[src/rtl/dht11_pkg.sv]
// DHT11 single-wire protocol constants shared by the responder and the reader.
// No logic: encodings, timing in microseconds, frame layout.
// No flow control: pure definitions.
package dht11_pkg;

  typedef enum logic [2:0] {
    ST_IDLE       = 3'd0,
    ST_START_LOW  = 3'd1,
    ST_RESP_DELAY = 3'd2,
    ST_RESP_LOW   = 3'd3,
    ST_RESP_HIGH  = 3'd4,
    ST_BIT_LOW    = 3'd5,
    ST_BIT_HIGH   = 3'd6,
    ST_END_LOW    = 3'd7
  } dht11_state_e;

  localparam int RESP_LOW_US  = 80;
  localparam int RESP_HIGH_US = 80;
  localparam int BIT_LOW_US   = 50;
  localparam int BIT0_HIGH_US = 26;
  localparam int BIT1_HIGH_US = 70;
  localparam int END_LOW_US   = 50;
  localparam int FRAME_BITS   = 40;

  typedef struct packed {
    logic [7:0] hum_int;
    logic [7:0] hum_dec;
    logic [7:0] temp_int;
    logic [7:0] temp_dec;
  } dht11_meas_t;

  // Wire frame: four measurement bytes MSB-first followed by their 8-bit sum.
  function automatic logic [FRAME_BITS-1:0] dht11_frame(input dht11_meas_t m);
    logic [7:0] cs;
    cs = m.hum_int + m.hum_dec + m.temp_int + m.temp_dec;
    return {m, cs};
  endfunction

endpackage

[src/rtl/us_tick_gen.sv]
// Microsecond tick prescaler: one-cycle tick every CLK_FREQ_HZ/1e6 clocks.
// Latency: tick is registered; first tick one divider period after reset.
// No backpressure: free-running.
module us_tick_gen #(
  parameter int CLK_FREQ_HZ = 50_000_000
) (
  input  logic clk_i,
  input  logic rst_i,
  output logic tick_o
);

  localparam int DIV = (CLK_FREQ_HZ / 1_000_000 < 1) ? 1 : CLK_FREQ_HZ / 1_000_000;
  localparam int W   = (DIV > 1) ? $clog2(DIV) : 1;

  logic [W-1:0] cnt_q, cnt_d;
  logic         tick_q, tick_d;

  // Wrap the divider and flag the wrap cycle.
  always_comb begin
    cnt_d  = cnt_q + 1'b1;
    tick_d = 1'b0;
    if (cnt_q == W'(DIV - 1)) begin
      cnt_d  = '0;
      tick_d = 1'b1;
    end
  end

  // Divider and tick registers.
  always_ff @(posedge clk_i) begin
    if (rst_i) begin
      cnt_q  <= '0;
      tick_q <= 1'b0;
    end else begin
      cnt_q  <= cnt_d;
      tick_q <= tick_d;
    end
  end

  assign tick_o = tick_q;

endmodule

[src/rtl/dht11_responder.sv]
// DHT11 sensor emulator: answers a host start pulse with response + 40-bit frame.
// Latency: drive begins RESP_DELAY_US after host release; outputs registered.
// No backpressure: host timing is not checked once the response has started.
module dht11_responder
  import dht11_pkg::*;
#(
  parameter int CLK_FREQ_HZ   = 50_000_000,
  parameter int START_MIN_US  = 18000,
  parameter int RESP_DELAY_US = 30
) (
  input  logic       clk,
  input  logic       rst,
  input  logic       dht11_i,
  output logic       dht11_drive_low,
  input  logic [7:0] hum_int,
  input  logic [7:0] hum_dec,
  input  logic [7:0] temp_int,
  input  logic [7:0] temp_dec,
  output logic       busy,
  output logic       frame_done,
  output logic [2:0] state
);

  logic                  tick;
  logic                  sync1_q, sync2_q;
  dht11_state_e          state_q, state_d;
  logic [15:0]           us_cnt_q, us_cnt_d;
  logic [5:0]            bit_cnt_q, bit_cnt_d;
  logic [FRAME_BITS-1:0] frame_q, frame_d;
  logic                  drive_q, drive_d;
  logic                  busy_q, busy_d;
  logic                  done_q, done_d;
  logic [15:0]           dur_lim;
  logic                  dur_done;
  logic [16:0]           start_len;
  logic                  start_ok;
  logic                  line_s;
  dht11_meas_t           meas;

  us_tick_gen #(.CLK_FREQ_HZ(CLK_FREQ_HZ)) u_tick (
    .clk_i  (clk),
    .rst_i  (rst),
    .tick_o (tick)
  );

  assign line_s    = sync2_q;
  assign meas      = {hum_int, hum_dec, temp_int, temp_dec};
  // Counter started at 0 one cycle after the low level was first seen.
  assign start_len = {1'b0, us_cnt_q} + 17'd1;
  assign start_ok  = start_len >= 17'(START_MIN_US);

  // Duration of the current timed state; BIT_HIGH length follows the current MSB.
  always_comb begin
    dur_lim = '0;
    case (state_q)
      ST_RESP_DELAY: dur_lim = 16'(RESP_DELAY_US);
      ST_RESP_LOW:   dur_lim = 16'(RESP_LOW_US);
      ST_RESP_HIGH:  dur_lim = 16'(RESP_HIGH_US);
      ST_BIT_LOW:    dur_lim = 16'(BIT_LOW_US);
      ST_BIT_HIGH:   dur_lim = frame_q[FRAME_BITS-1] ? 16'(BIT1_HIGH_US) : 16'(BIT0_HIGH_US);
      ST_END_LOW:    dur_lim = 16'(END_LOW_US);
      default:       dur_lim = '0;
    endcase
    dur_done = tick && (us_cnt_q == dur_lim - 16'd1);
  end

  // Next-state, frame shift and bit counting.
  always_comb begin
    state_d   = state_q;
    bit_cnt_d = bit_cnt_q;
    frame_d   = frame_q;
    case (state_q)
      ST_IDLE:       if (!line_s) state_d = ST_START_LOW;
      ST_START_LOW: begin
        if (line_s) begin
          if (start_ok) begin
            state_d   = ST_RESP_DELAY;
            frame_d   = dht11_frame(meas);
            bit_cnt_d = '0;
          end else begin
            state_d = ST_IDLE;
          end
        end
      end
      ST_RESP_DELAY: if (dur_done) state_d = ST_RESP_LOW;
      ST_RESP_LOW:   if (dur_done) state_d = ST_RESP_HIGH;
      ST_RESP_HIGH:  if (dur_done) state_d = ST_BIT_LOW;
      ST_BIT_LOW:    if (dur_done) state_d = ST_BIT_HIGH;
      ST_BIT_HIGH: begin
        if (dur_done) begin
          if (bit_cnt_q == 6'(FRAME_BITS - 1)) begin
            state_d = ST_END_LOW;
          end else begin
            state_d   = ST_BIT_LOW;
            bit_cnt_d = bit_cnt_q + 6'd1;
            frame_d   = {frame_q[FRAME_BITS-2:0], 1'b0};
          end
        end
      end
      ST_END_LOW:    if (dur_done) state_d = ST_IDLE;
      default:       state_d = ST_IDLE;
    endcase

    // Durations restart at every state entry; saturate so long starts stay valid.
    us_cnt_d = us_cnt_q;
    if (state_d != state_q)                 us_cnt_d = '0;
    else if (tick && us_cnt_q != 16'hFFFF)  us_cnt_d = us_cnt_q + 16'd1;

    // Outputs computed from the next state so the registers line up with state_q.
    drive_d = (state_d == ST_RESP_LOW) || (state_d == ST_BIT_LOW) || (state_d == ST_END_LOW);
    busy_d  = (state_d != ST_IDLE) && (state_d != ST_START_LOW);
    done_d  = (state_q == ST_END_LOW) && (state_d == ST_IDLE);
  end

  // Synchronizer, FSM state and registered outputs.
  always_ff @(posedge clk) begin
    if (rst) begin
      sync1_q   <= 1'b1;
      sync2_q   <= 1'b1;
      state_q   <= ST_IDLE;
      us_cnt_q  <= '0;
      bit_cnt_q <= '0;
      frame_q   <= '0;
      drive_q   <= 1'b0;
      busy_q    <= 1'b0;
      done_q    <= 1'b0;
    end else begin
      sync1_q   <= dht11_i;
      sync2_q   <= sync1_q;
      state_q   <= state_d;
      us_cnt_q  <= us_cnt_d;
      bit_cnt_q <= bit_cnt_d;
      frame_q   <= frame_d;
      drive_q   <= drive_d;
      busy_q    <= busy_d;
      done_q    <= done_d;
    end
  end

  assign dht11_drive_low = drive_q;
  assign busy            = busy_q;
  assign frame_done      = done_q;
  assign state           = 3'(state_q);

endmodule

[config.mk]
export PLATFORM = sky130hd
export DESIGN_NAME = dht11_responder
export DESIGN_NICKNAME = d
export VERILOG_FILES = /design/src/rtl/dht11_pkg.sv /design/src/rtl/us_tick_gen.sv /design/src/rtl/dht11_responder.sv
export SDC_FILE = /design/constraint.sdc
export NUM_CORES = 1
export LEC_CHECK = 0
export ABC_CLOCK_PERIOD_IN_PS = 3250
export BUFFER_PORTS_ARGS = -buffer_cell sky130_fd_sc_hd__buf_2
export CAP_MARGIN = 10
export CORE_MARGIN = 2
export CORE_UTILIZATION = 60
export DETAILED_ROUTE_END_ITERATION = 8
export GPL_ROUTABILITY_DRIVEN = 0
export GPL_TIMING_DRIVEN = 0
export PLACE_DENSITY = 0.8
export SLEW_MARGIN = 20
export SYNTH_ARGS = -nofsm -noshare
export SYNTH_HDL_FRONTEND = slang
export SYNTH_SLANG_ARGS = --single-unit
export TNS_END_PERCENT = 10
[constraint.sdc]
create_clock -name clk -period 3.25 [get_ports clk]
set_input_delay 0.1625 -clock clk [delete_from_list [all_inputs] [get_ports clk]]
set_output_delay 0.1625 -clock clk [all_outputs]
set_load 0.01 [all_outputs]
* Word level (Yosys, flattened, before mapping)
Cells that the tools add are included.
Word-level totals: word-level logic and storage cells 79, input port bits 35, output and inout bits 6, flip-flop bits (word level) 77
Cells by class: eq/ne operators 20, muxes and demuxes 24, reductions and logical operators 15, add/subtract/negate cells 8, order comparisons 1
Operator list (number):
- two-way mux 40 bit | 4
- case mux 40 bit (2 select lines) | 1
- case mux 7 bit (4 select lines) | 1
- adder 8 bit | 3
- two-way mux 3 bit | 8
- two-way mux 6 bit | 4
- case mux 3 bit (8 select lines) | 1
- == test 3 bit (second input constant) | 6
- adder 16 x 1 -> 17 bit (second input constant) | 1
- >= comparator 17 x 15 -> 1 bit (second input constant) | 1
- adder 16 x 1 -> 16 bit (second input constant) | 1
- == test 16 bit | 1
- != test 16 bit (second input constant) | 1
- subtractor 16 x 1 -> 16 bit (second input constant) | 1
- adder 6 x 1 -> 6 bit (second input constant) | 2
- == test 6 bit (second input constant) | 2
- case mux 6 bit (2 select lines) | 1
- == test 3 x 2 -> 1 bit (second input constant) | 3
- != test 2 bit (second input constant) | 4
- OR reduction 2 bit | 4
- two-way mux 7 bit | 1
- zero test 3 bit | 2
- AND reduction 5 bit | 1
- logical AND 1 bit | 4
- other kinds (8) | 10

* Depth between registers and ports, before layout
Gate-level depths: netlist of run 1.
word-level depth 11, mapped depth 13, gate-level depth less buffers 12

* Cells and area by module
A second synthesis of run 1 with hierarchy kept.
Unflattened totals: cells, all modules 587, area, all modules 5126.2 µm²
Modules (own cells, without submodules):
- dht11_responder | sequential area each 1401.3 µm², area an instance 4845.9 µm², times used 1, cells each 559
- us_tick_gen | sequential area each 140.1 µm², area an instance 280.3 µm², times used 1, cells each 28

* Worst setup path after synthesis of run 1
No wires, ideal clock.
kind input to register, start input hum_int[1], end register frame_q[7], arrival time 2.735 ns, data required time 3.179 ns, buffers on the path 0, library setup time 0.071 ns, cell stages on the path 12, path slack 0.444 ns, cell sequence fa_1 > fa_1 > ha_1 > inv_1 > fa_1 > nor2b_1 > o31a_1 > o21a_1 > or3_1 > a31oi_1 > nand4_1 > a21oi_1
Between the ends: longest elaborated chain between the ends 6
RTL lines:
- start: declaration | RTL line dht11_responder.sv:15 | input logic [7:0] hum_int,
- adder 8 bit (3 in a row) | RTL line dht11_pkg.sv:35 | cs = m.hum_int + m.hum_dec + m.temp_int + m.temp_dec;
- two-way mux 40 bit | RTL line dht11_responder.sv:76 | if (start_ok) begin
- two-way mux 40 bit | RTL line dht11_responder.sv:75 | if (line_s) begin
- case mux 40 bit (2 select lines) | RTL line dht11_responder.sv:72 | case (state_q)
- end signal: assignment | RTL line dht11_responder.sv:133 | frame_q <= frame_d;
- end: declaration | RTL line dht11_responder.sv:29 | logic [FRAME_BITS-1:0] frame_q, frame_d;
Every way passes these cells. The select of a mux whose other input is x is not followed. A chain may end at the register's enable or synchronous reset.

* Worst setup path after layout of run 1
start register us_cnt_q[1], end register frame_q[30]
Between the ends: longest elaborated chain between the ends 4, elaborated cells between the ends (all ways) 7, classes of those cells 1 x add/sub; 1 x order compare; 3 x eq/ne; 2 x reduce/logical
RTL lines:
- start: declaration | RTL line dht11_responder.sv:27 | logic [15:0] us_cnt_q, us_cnt_d;
- start signal: assignment | RTL line dht11_responder.sv:131 | us_cnt_q <= us_cnt_d;
- adder 16 x 1 -> 17 bit / == test 16 bit (equally long branches) | RTL line dht11_responder.sv:49, dht11_responder.sv:64
- >= comparator 17 x 15 -> 1 bit / logical AND 1 bit (equally long branches) | RTL line dht11_responder.sv:50, dht11_responder.sv:64
- != test 2 bit (no line)
- AND reduction 5 bit (no line) *
Mark *: on every way between the ends. The rest lies on a longest branch, timed or not.

==> results.rst, run 1 <==
.. list-table::
   :header-rows: 1

   * - Metric
     - Value
   * - Number of global-route vias before repair
     - 4186
   * - Worst Hold Depth
     - 3
   * - Most used flip-flop cell after synthesis
     - dfxtp_1
   * - Synthesized netlist cell count
     - 566
   * - CP endpoint kind
     - flip-flop
   * - Placement row count
     - 32
   * - HP Start
     - temp_int[5]
   * - Count of boundary I/O pins
     - 41
   * - Final Hold Vio Count
     - 0
   * - Final setup violation count
     - 0
   * - Net switching power figure
     - 611 uW
   * - Final Max Slew Viols
     - 0
   * - Synth cell types
     - 69
   * - Startpoint of the worst-slack reg-to-reg timing path
     - us_cnt_q[1]
   * - Critical Path AT
     - 3.38 ns
   * - Core area
     - 7770 um2
   * - Peak supply drop
     - 0.000235 V
   * - Count of warnings emitted by yosys
     - 0
   * - Cell chain of the critical path
     - ha_1 -> and3_1 -> buf_2 -> nand4b_1 -> a32oi_1 -> o32ai_1 -> a21oi_1 -> buf_2 -> buf_2 -> a31oi_1 -> a311oi_1
   * - Skew-Pair Late Insertion Delay
     - 0.36 ns
   * - Sink Count
     - 77
   * - Startpoint type of the worst setup path
     - flip-flop
   * - Cell type contributing the most total cell area after synthesis
     - dfxtp_1
   * - Slowest cell delay on critical path
     - 0.50 ns
   * - Worst Reg2Reg Path Length in Cells
     - 11
   * - Largest net degree at the start of global routing
     - 16
   * - Hold EP
     - frame_q[21]
   * - Reg2reg end
     - frame_q[30]
   * - TritonCTS clock tree
     - done
   * - Final worst hold slack
     - 0.0864 ns
   * - Synthesis-to-finish area growth
     - 12.9%
   * - CTS H-tree lvls
     - 3
   * - Internal portion of total power
     - 1.55 mW
   * - Effective utilization at floorplan
     - 62.0%
   * - Syn_nets
     - 628
   * - Hold Path Class
     - input port to flip-flop
   * - Die Wd
     - 93.6 um
   * - Worst slack after detailed placement
     - -0.0597 ns
   * - Max transition margin
     - 43.6%
   * - Measured slew at the worst slew-check pin
     - 0.837 ns
   * - Leakage Power
     - 1.99 nW
   * - Post-route clock period utilization
     - 96.1%
   * - Kind of cell with the highest combined delay on the critical path
     - compound AO/OA/AOI/OAI gates
   * - Global-route usage over all layers
     - 29.1%
   * - Die area
     - 8750 um2
   * - Utilization of the core after routing
     - 70.0%
   * - Post-synth EDFFs
     - 0
   * - Vias per cell
     - 6.28
   * - Total wire length after detailed routing
     - 12.5 mm
   * - Worst setup margin
     - 0.128 ns
   * - Design Power
     - 2.16 mW
   * - Average routed wire per standard cell
     - 17.2 um
   * - Count of state elements after synthesis
     - 77
   * - Number of antenna repair diodes
     - 0
   * - FILL cells
     - 638
   * - Synthesized area per cell
     - 8.50 um2
   * - Power share of the combinational group
     - 16.4%
   * - Portion of the post-synthesis area used by sequential elements
     - 32.0%
   * - Required @ worst endpoint
     - 3.50 ns
   * - Clk slew on worst S/H paths
     - 0.09 ns
   * - Number of nets in the finished design
     - 680
   * - Clock Root Buffer
     - clkbuf_8
   * - Sequential fraction of design power
     - 44.1%
   * - Buf+Inv Stages, Crit Path
     - 3
   * - Number of design-rule violations left by the first detailed-router iteration
     - 482
   * - Internal reg-to-reg setup slack
     - 0.13 ns
   * - Share of cells above drive strength 1
     - 18.3%
   * - Largest driver fanout on the critical path
     - 10
   * - CTS Buffer Depth
     - 2
   * - Area share of the leading cell type in the synthesized netlist
     - 32.0%
   * - Post-detailed-route count of antenna-violating nets
     - 0
   * - Max-capacitance violation count
     - 0
   * - Overflow after GRT
     - 0
   * - Half-perimeter wire length after detailed placement
     - 9.26 mm
   * - Routed via count
     - 4551
   * - Number of buffers created by CTS
     - 9
   * - Slowest cell on the critical path
     - dfxtp_1
   * - Critical Setup Path Class
     - flip-flop to flip-flop
   * - Port bufs
     - 39
   * - Most frequent CP cell
     - buf_2
   * - Max Clock Skew
     - 0.0112 ns
   * - DR pass1 iterations
     - 6
   * - Net switching fraction of the power
     - 28.3%
   * - Run status
     - finished clean
   * - Fraction of registers with async set/reset
     - 0%
   * - First-pass GRT wire length
     - 20.2 mm
   * - Vertical die dimension
     - 93.6 um
   * - Number of antenna violations at the first check in global routing
     - 0
   * - Cell area after technology mapping
     - 4810 um2
   * - Power density of the placed cells
     - 397 nW/um2
   * - Residual DRC count
     - 0
   * - Minimum clock period
     - 3.12 ns
   * - Top cells by area in the synthesized netlist
     - dfxtp_1 (32%), nand2_1 (7.3%), a311oi_1 (6.2%)
   * - Clock Power Share
     - 39.6%
   * - Fmax achieved
     - 320 MHz
[what timing repair did]
item | in CTS | in global routing
setup endpoints to repair | 5 | 56
buffers inserted | 0 | 1
hold buffers | 1 | 0
resized for setup | 1 | 12
hold endpoints to repair | 1 | 0
pin swaps | 0 | 3
[synth_stat cells, drive strengths merged (14+ instances only)]
| cell | n |
|---|---|
| nor2 | 47 |
| clkbuf | 19 |
| dfxtp | 77 |
| nand2 | 93 |
| nand3 | 14 |
| nand4 | 16 |
| fa | 14 |
| xnor2 | 23 |
| buf | 29 |
| a21oi | 18 |
| a311oi | 34 |
| a31oi | 39 |
[metal layers]
metal / global-route usage [%] / share of wire, %
met1: 43.0 / 47
met2: 43.9 / 46
met3: 4.19 / 5.3
met4: 9.30 / 1.8
met5: 0 / 0
[state kept, by name, summed over array words and instances (netlist names), 3 cells and up]
name	flops
state	3
bit_cnt_q	6
u_tick.cnt_q	6
us_cnt_q	16
frame_q	40
[cells by family after synthesis]
| kind of cell | after synthesis | share of synthesized area (%) |
|---|---|---|
| and+or+nand+nor | 221 | 23.0 |
| buffers and inverters | 58 | 6.01 |
| muxes | 6 | 1.27 |
| xor gates and xnor gates | 33 | 6.01 |
| AOI/OAI and AO/OA | 144 | 22.5 |
| adders and majority gates | 27 | 9.20 |
| DFF | 77 | 32.0 |
[worst register-to-register path: cells and delay by family (launching register included)]
family	cells	cell delay, ns
fa+ha+maj	1	0.30
compound gates	5	1.22
simple gates	2	0.28
buf+inv	3	0.72
flops	1	0.50
[stage by stage]
step / setup TNS, ns / cells / instance area [um2]
finish: 0 / 725 / 5440
global placement: 0 / 707 / 5130
detailed placement: -0.0597 / 707 / 5130
CTS: 0 / 724 / 5380
floorplan: 0 / 566 / 4810
global route: -0.00703 / 725 / 5440
[final cells by class]
type | instances | area, um2 | share of cell area (%)
Inverter | 10 | 37.5 | 0.691
Buffer | 48 | 262 | 4.81
Clock inverter | 7 | 105 | 1.93
Sequential cell | 77 | 1540 | 28.4
Tap cell | 102 | 128 | 2.35
Timing Repair Buffer | 41 | 213 | 3.91
Clock buffer | 9 | 124 | 2.28
Multi-Input combinational cell | 431 | 3020 | 55.6
[power groups by stage]
stage | Clock [mW] | Sequential (mW) | Combinational, mW
6_report | 0.855 | 0.952 | 0.354
5_1_grt | 0.896 | 0.953 | 0.392
4_1_cts | 0.854 | 0.951 | 0.350
3_5_place_dp | 0 | 0.974 | 0.346
2_1_floorplan | 0 | 0.973 | 0.235
3_3_place_gp | 0 | 0.973 | 0.335
[how the worst max path moves through the flow]
stage                           start     endpoint  slack, ns  cells past startpoint
after floorplan            hum_int[1]   frame_q[7]       0.44                     12
after global placement     hum_int[1]   frame_q[7]       0.04                     13
after detailed placement     state[1]  frame_q[30]      -0.06                     12
after CTS                    state[1]  us_cnt_q[3]       0.02                     11
after global routing         state[1]  frame_q[36]     -0.004                     13
final                     us_cnt_q[1]  frame_q[30]       0.13                     11
[layout by cell type, fill, tap and decap left out, types with 10 or more instances in the layout]
cell type,netlist,layout
nand3_1,11,11
a311oi_1,34,34
inv_1,10,10
nor2_1,46,46
nand4_1,15,15
clkbuf_1,19,19
a21oi_1,17,17
fa_1,14,14
buf_2,15,53
xnor2_1,23,23
ha_1,13,13
a31oi_1,39,39
o21ai_0,10,10
dfxtp_1,77,75
nand2_1,93,93
Note: power is estimated with default switching activity, not from simulation.
==> run 2, diff against run 1 <==
Settings changed: BUFFER_PORTS_ARGS -buffer_cell sky130_fd_sc_hd__buf_2 to unset, CELL_PAD_IN_SITES_DETAIL_PLACEMENT set to 1, CELL_PAD_IN_SITES_GLOBAL_PLACEMENT set to 2, CORE_UTILIZATION 60 to 39, DONT_BUFFER_PORTS set to 1, PLACE_DENSITY 0.8 to unset, PLACE_DENSITY_LB_ADDON set to 0.1.
==> results.rst, run 2 (same netlist as run 1, synthesis figures left out) <==
.. list-table::
   :header-rows: 1

   * - Metric
     - Value
   * - Commonest non-fill, non-tap cell in the layout
     - nand2_1 (unchanged)
   * - Vias per cell
     - 5.83 (was 6.28)
   * - Routed via count
     - 4422 (was 4551)
   * - Final Hold Vio Count
     - 0 (unchanged)
   * - TritonCTS clock tree
     - done (unchanged)
   * - HP Start
     - temp_int[0] (was temp_int[5])
   * - Total wire length after detailed routing
     - 14.3 mm (was 12.5 mm)
   * - Startpoint of the worst-slack reg-to-reg timing path
     - state[1] (was us_cnt_q[1])
   * - Max transition margin
     - 41.5% (was 43.6%)
   * - Post-route clock period utilization
     - 94.2% (was 96.1%)
   * - Die Wd
     - 115 um (was 93.6 um)
   * - Die area
     - 13200 um2 (was 8750 um2)
   * - Fmax achieved
     - 327 MHz (was 320 MHz)
   * - Port bufs
     - 0 (was 39)
   * - Run status
     - finished clean (unchanged)
   * - Startpoint type of the worst setup path
     - flip-flop (unchanged)
   * - Required @ worst endpoint
     - 3.46 ns (was 3.50 ns)
   * - Half-perimeter wire length after detailed placement
     - 10.6 mm (was 9.26 mm)
   * - Count of boundary I/O pins
     - 41 (unchanged)
   * - Synthesis-to-finish area growth
     - 18.0% (was 12.9%)
   * - Average routed wire per standard cell
     - 18.9 um (was 17.2 um)
   * - Vertical die dimension
     - 115 um (was 93.6 um)
   * - Worst Hold Depth
     - 2 (was 3)
   * - Number of antenna repair diodes
     - 0 (unchanged)
   * - CP endpoint kind
     - flip-flop (unchanged)
   * - Final setup violation count
     - 0 (unchanged)
   * - Worst Reg2Reg Path Length in Cells
     - 12 (was 11)
   * - Overflow after GRT
     - 0 (unchanged)
   * - Number of nets in the finished design
     - 669 (was 680)
   * - Residual DRC count
     - 0 (unchanged)
   * - Reg2reg end
     - frame_q[14] (was frame_q[30])
   * - First-pass GRT wire length
     - 23.9 mm (was 20.2 mm)
   * - Number of placed instances with taps included
     - 713 (was 707)
   * - Final Max Slew Viols
     - 0 (unchanged)
   * - Skew-Pair Late Insertion Delay
     - 0.35 ns (was 0.36 ns)
   * - Number of antenna violations at the first check in global routing
     - 0 (unchanged)
   * - Core area
     - 12000 um2 (was 7770 um2)
   * - Register containing the most flip-flops in the final layout
     - frame_q (unchanged)
   * - Max Clock Skew
     - 0.00757 ns (was 0.0112 ns)
   * - Power density of the placed cells
     - 420 nW/um2 (was 397 nW/um2)
   * - Effective utilization at floorplan
     - 40.1% (was 62.0%)
   * - DR pass1 iterations
     - 4 (was 6)
   * - Setup repair after global routing missed its margin
     - no
   * - Measured slew at the worst slew-check pin
     - 0.868 ns (was 0.837 ns)
   * - Sink Count
     - 77 (unchanged)
   * - Clk slew on worst S/H paths
     - 0.06 ns (was 0.09 ns)
   * - Number of global-route vias before repair
     - 4669 (was 4186)
   * - Largest net degree at the start of global routing
     - 13 (was 16)
   * - Number of flip-flops under the largest register name
     - 40 (unchanged)
   * - Clock Root Buffer
     - clkbuf_16 (was clkbuf_8)
   * - Worst slack after detailed placement
     - -0.167 ns (was -0.0597 ns)
   * - CTS Buffer Depth
     - 2 (unchanged)
   * - Hold EP
     - frame_q[16] (was frame_q[21])
   * - Leakage Power
     - 1.98 nW (was 1.99 nW)
   * - Worst setup margin
     - 0.189 ns (was 0.128 ns)
   * - Max-capacitance violation count
     - 0 (unchanged)
   * - Registers with the most flip-flops
     - frame_q: 40 flops, us_cnt_q: 16 flops (unchanged)
   * - Internal reg-to-reg setup slack
     - 0.19 ns (was 0.13 ns)
   * - Post-detailed-route count of antenna-violating nets
     - 0 (unchanged)
   * - Critical Path AT
     - 3.27 ns (was 3.38 ns)
   * - Most used cells in the layout excluding fill and tap cells
     - nand2_1 (93), dfxtp_1 (73), nor2_1 (46) (was nand2_1 (93), dfxtp_1 (75), buf_2 (53))
   * - Share of cells above drive strength 1
     - 12.4% (was 18.3%)
   * - Hold Path Class
     - input port to flip-flop (unchanged)
   * - Minimum clock period
     - 3.06 ns (was 3.12 ns)
   * - Largest driver fanout on the critical path
     - 10 (unchanged)
   * - CTS H-tree lvls
     - 3 (unchanged)
   * - Critical Setup Path Class
     - flip-flop to flip-flop (unchanged)
   * - Design Power
     - 2.38 mW (was 2.16 mW)
   * - Global-route usage over all layers
     - 23.1% (was 29.1%)
   * - Peak supply drop
     - 0.000203 V (was 0.000235 V)
   * - Number of design-rule violations left by the first detailed-router iteration
     - 203 (was 482)
   * - Final std cells w/o fill
     - 759 (was 725)
   * - Number of buffers created by CTS
     - 9 (unchanged)
   * - Placement row count
     - 40 (was 32)
## run 2: area by class of cell
type	instances	area [um2]
Multi-Input combinational cell	431	3020
Clock inverter	3	42.5
Tap cell	147	184
Fill cell	1423	6330
Buffer	48	272
Timing Repair Buffer	30	300
Clock buffer	13	270
Inverter	10	37.5
Sequential cell	77	1550
## run 2: stage by stage
step / hold WS, ns / utilization, % / TNS [ns] / instance area, um2
floorplan: 0.266 / - / 0 / 4810
global placement: 0.268 / 41.6 / -1.26 / 5000
detailed placement: 0.269 / 41.6 / -2.84 / 5000
CTS: 0.00118 / 46.9 / 0 / 5640
global route: 0.0116 / 47.3 / 0 / 5680
finish: 0.0115 / 47.3 / 0 / 5680
## run 2: worst max-delay path by stage
| stage | from | to | slack [ns] | cells after the start |
|---|---|---|---|---|
| global placement | state[0] | frame_q[26] | -0.08 | 11 |
| CTS | state[2] | frame_q[38] | 0.03 | 13 |
| finish | state[1] | frame_q[14] | 0.19 | 12 |
| global route | state[1] | frame_q[21] | 0.01 | 12 |
| floorplan | hum_int[1] | frame_q[7] | 0.44 | 12 |
| detailed placement | state[0] | frame_q[24] | -0.17 | 11 |
## run 2: repair_timing
action	in CTS	in global routing
hold endpoints to repair	30	0
endpoints found under the setup margin	42	51
hold buffers	30	0
setup buffers	0	0
pin swaps	0	2
resized for setup	7	13
## run 2: per-layer routing
metal	track usage (%)	vias up	part of all wire [%]
met4	8.03	0	1.2
met2	40.8	61	51
met1	28.6	2205	45
met5	0	-	0
li1	-	2143	-
met3	3.48	13	2.9
## run 2: critical path, stage by stage (launching register included)
cell and delay, ns:
dfxtp_2 0.38, buf_4 0.19, nor2b_2 0.20, o21ai_0 0.12
ha_1 0.31, xor2_1 0.14, and3_1 0.18, o211ai_1 0.13
nor2_2 0.26, a21oi_4 0.13, nor3_4 0.43, clkbuf_4 0.33
a311oi_1 0.12
## run 2: where the power goes
part           total, mW  switching, mW  leakage (nW)  internal, mW
Combinational      0.358          0.191          1.21         0.167
Sequential         0.953        0.00477         0.623         0.948
Clock               1.07          0.416         0.152         0.657
Total               2.38          0.612          1.98          1.77
==> run 3, diff against run 2 <==
Settings changed: CORE_ASPECT_RATIO set to 0.6.
==> results.rst, run 3 (same netlist as run 1, synthesis figures left out) <==
.. list-table::
   :header-rows: 1

   * - Metric
     - Value
   * - Run status
     - finished clean (unchanged)
   * - Sink Count
     - 77 (unchanged)
   * - CP endpoint kind
     - flip-flop (unchanged)
   * - Residual DRC count
     - 0 (unchanged)
   * - Multi-input gate area
     - 3040 um2 (was 3020 um2)
   * - Minimum clock period
     - 3.11 ns (was 3.06 ns)
   * - Sequential fraction of design power
     - 39.2% (was 40.0%)
   * - Most frequent CP cell
     - buf_4
   * - Kind of cell with the highest combined delay on the critical path
     - compound AO/OA/AOI/OAI gates (was simple AND/OR/NAND/NOR gates)
   * - Core area
     - 12100 um2 (was 12000 um2)
   * - Most used cells in the layout excluding fill and tap cells
     - nand2_1 (93), dfxtp_1 (72), nor2_1 (46) (was nand2_1 (93), dfxtp_1 (73), nor2_1 (46))
   * - CTS Buffer Depth
     - 2 (unchanged)
   * - Power density of the placed cells
     - 426 nW/um2 (was 420 nW/um2)
   * - Peak supply drop
     - 0.000239 V (was 0.000203 V)
   * - Vias per cell
     - 5.91 (was 5.83)
   * - Worst setup margin
     - 0.138 ns (was 0.189 ns)
   * - Routed via count
     - 4584 (was 4422)
   * - Max transition margin
     - 40.1% (was 41.5%)
   * - Net switching power figure
     - 641 uW (was 612 uW)
   * - Hold Path Class
     - input port to flip-flop (unchanged)
   * - Effective utilization at floorplan
     - 39.9% (was 40.1%)
   * - Total wire length after detailed routing
     - 16.4 mm (was 14.3 mm)
   * - Synthesis-to-finish area growth
     - 18.5% (was 18.0%)
   * - Clock Root Buffer
     - clkbuf_16 (unchanged)
   * - TritonCTS clock tree
     - done (unchanged)
   * - FILL cells
     - 1451 (was 1423)
   * - Number of buffers created by CTS
     - 9 (unchanged)
   * - Vertical die dimension
     - 90.0 um (was 115 um)
   * - Required @ worst endpoint
     - 3.50 ns (was 3.46 ns)
   * - Average routed wire per standard cell
     - 21.1 um (was 18.9 um)
   * - Number of nets in the finished design
     - 668 (was 669)
   * - Critical Setup Path Class
     - flip-flop to flip-flop (unchanged)
   * - Clock Power Share
     - 45.8% (was 45.0%)
   * - Buf+Inv Stages, Crit Path
     - 3 (was 2)
   * - Startpoint type of the worst setup path
     - flip-flop (unchanged)
   * - Placement row count
     - 31 (was 40)
   * - Count of boundary I/O pins
     - 41 (unchanged)
   * - Reg area
     - 1550 um2 (about the same)
   * - CTS H-tree lvls
     - 3 (unchanged)
   * - Net switching fraction of the power
     - 26.3% (was 25.7%)
   * - Global-route usage over all layers
     - 25.5% (was 23.1%)
   * - Final Hold Vio Count
     - 0 (unchanged)
   * - Skew-Pair Late Insertion Delay
     - 0.34 ns (was 0.35 ns)
   * - Final Max Slew Viols
     - 0 (unchanged)
   * - Die area
     - 13300 um2 (was 13200 um2)
   * - Number of antenna repair diodes
     - 0 (unchanged)
   * - Critical Path AT
     - 3.36 ns (was 3.27 ns)
   * - Cell chain of the critical path
     - buf_4 -> mux2i_4 -> ha_1 -> xor2_2 -> and3_1 -> o211ai_1 -> or2_4 -> o21ai_4 -> buf_6 -> buf_4 -> a31oi_1 -> a311oi_1 (was buf_4 -> nor2b_2 -> o21ai_0 -> ha_1 -> xor2_1 -> and3_1 -> o211ai_1 -> nor2_2 -> a21oi_4 -> nor3_4 -> clkbuf_4 -> a311oi_1)
   * - Post-route clock period utilization
     - 95.8% (was 94.2%)
   * - First-pass GRT wire length
     - 26.3 mm (was 23.9 mm)
   * - Slowest cell on the critical path
     - dfxtp_2 (was nor3_4)
   * - Fmax achieved
     - 321 MHz (was 327 MHz)
   * - Number of placed instances with taps included
     - 731 (was 713)
   * - Largest net degree at the start of global routing
     - 14 (was 13)
   * - Final std cells w/o fill
     - 776 (was 759)
   * - Max Clock Skew
     - 0.00701 ns (was 0.00757 ns)
   * - Port bufs
     - 0 (unchanged)
   * - Number of flip-flops under the largest register name
     - 40 (unchanged)
   * - Overflow after GRT
     - 0 (unchanged)
   * - Number of design-rule violations left by the first detailed-router iteration
     - 274 (was 203)
   * - Registers with the most flip-flops
     - frame_q: 40 flops, us_cnt_q: 16 flops (unchanged)
   * - Register containing the most flip-flops in the final layout
     - frame_q (unchanged)
   * - Leakage Power
     - 1.98 nW (about the same)
   * - Internal portion of total power
     - 1.79 mW (was 1.77 mW)
   * - Final setup violation count
     - 0 (unchanged)
   * - Post-detailed-route count of antenna-violating nets
     - 0 (unchanged)
   * - Largest driver fanout on the critical path
     - 10 (unchanged)
   * - Worst slack after detailed placement
     - -0.353 ns (was -0.167 ns)
   * - Number of global-route vias before repair
     - 4640 (was 4669)
   * - Number of antenna violations at the first check in global routing
     - 0 (unchanged)
   * - Power share of the combinational group
     - 15.0% (about the same)
   * - Half-perimeter wire length after detailed placement
     - 12.0 mm (was 10.6 mm)
   * - Die Wd
     - 147 um (was 115 um)
   * - Commonest non-fill, non-tap cell in the layout
     - nand2_1 (unchanged)
   * - Max-capacitance violation count
     - 0 (unchanged)
   * - Share of cells above drive strength 1
     - 12.8% (was 12.4%)
   * - DR pass1 iterations
     - 5 (was 4)
   * - Measured slew at the worst slew-check pin
     - 0.890 ns (was 0.868 ns)
   * - Slowest cell delay on critical path
     - 0.46 ns (was 0.43 ns)
   * - Clk slew on worst S/H paths
     - 0.06 ns (about the same)
[run 3: power groups by stage]
stage               Clock [mW]  Combinational [mW]  Sequential (mW)
global route              1.16               0.404            0.953
global placement             0               0.319            0.974
finish                    1.11               0.365            0.953
floorplan                    0               0.235            0.973
CTS                       1.12               0.365            0.953
detailed placement           0               0.329            0.974
[run 3: timing repair]
action / in CTS / in global routing
gates resized for setup: 10 / 11
hold buffers: 27 / 0
endpoints found under the setup margin: 51 / 50
pin swaps: 0 / 4
setup buffers: 0 / 2
endpoints found under the hold margin: 27 / 0
[run 3: final cells by class]
class / count / area share (%)
clock inverter: 5 / 1.47
multi-input combinational: 431 / 53.3
timing repair buffer: 29 / 5.00
inverter: 10 / 0.658
clock buffer: 11 / 4.08
sequential: 77 / 27.1
tap: 165 / 3.62
buffer: 48 / 4.67
[run 3: path summary, 6_finish.rpt]
| path | from | slack [ns] | to | cells after the start |
|---|---|---|---|---|
| max | state[0] | 0.14 | frame_q[33] | 12 |
| max reg2reg | state[0] | 0.14 | frame_q[33] | 12 |
| min | hum_int[0] | 0.01 | frame_q[32] | 2 |
| min reg2reg | sync1_q | 0.44 | line_s | 1 |
[run 3: metrics by stage]
| stage | power [mW] | utilization, % | area, um2 | hold WS (ns) | TNS [ns] |
|---|---|---|---|---|---|
| final | 2.43 | 47.3 | 5700 | 0.00999 | 0 |
| after global routing | 2.52 | 47.3 | 5700 | 0.00617 | -0.000372 |
| after CTS | 2.44 | 46.7 | 5640 | 0.00514 | 0 |
| after detailed placement | 1.30 | 41.6 | 5020 | 0.277 | -9.88 |
| after global placement | 1.29 | 41.6 | 5020 | 0.269 | -5.46 |
| after floorplan | 1.21 | - | 4810 | 0.266 | 0 |
[run 3: per-layer routing]
metal  GRT usage, %  part of all wire, %  wire, um
met4           5.29                 0.74       122
met2           34.1                   40      6600
met5              0                    0         0
met3           5.89                  4.9       803
met1           40.6                   54      8860
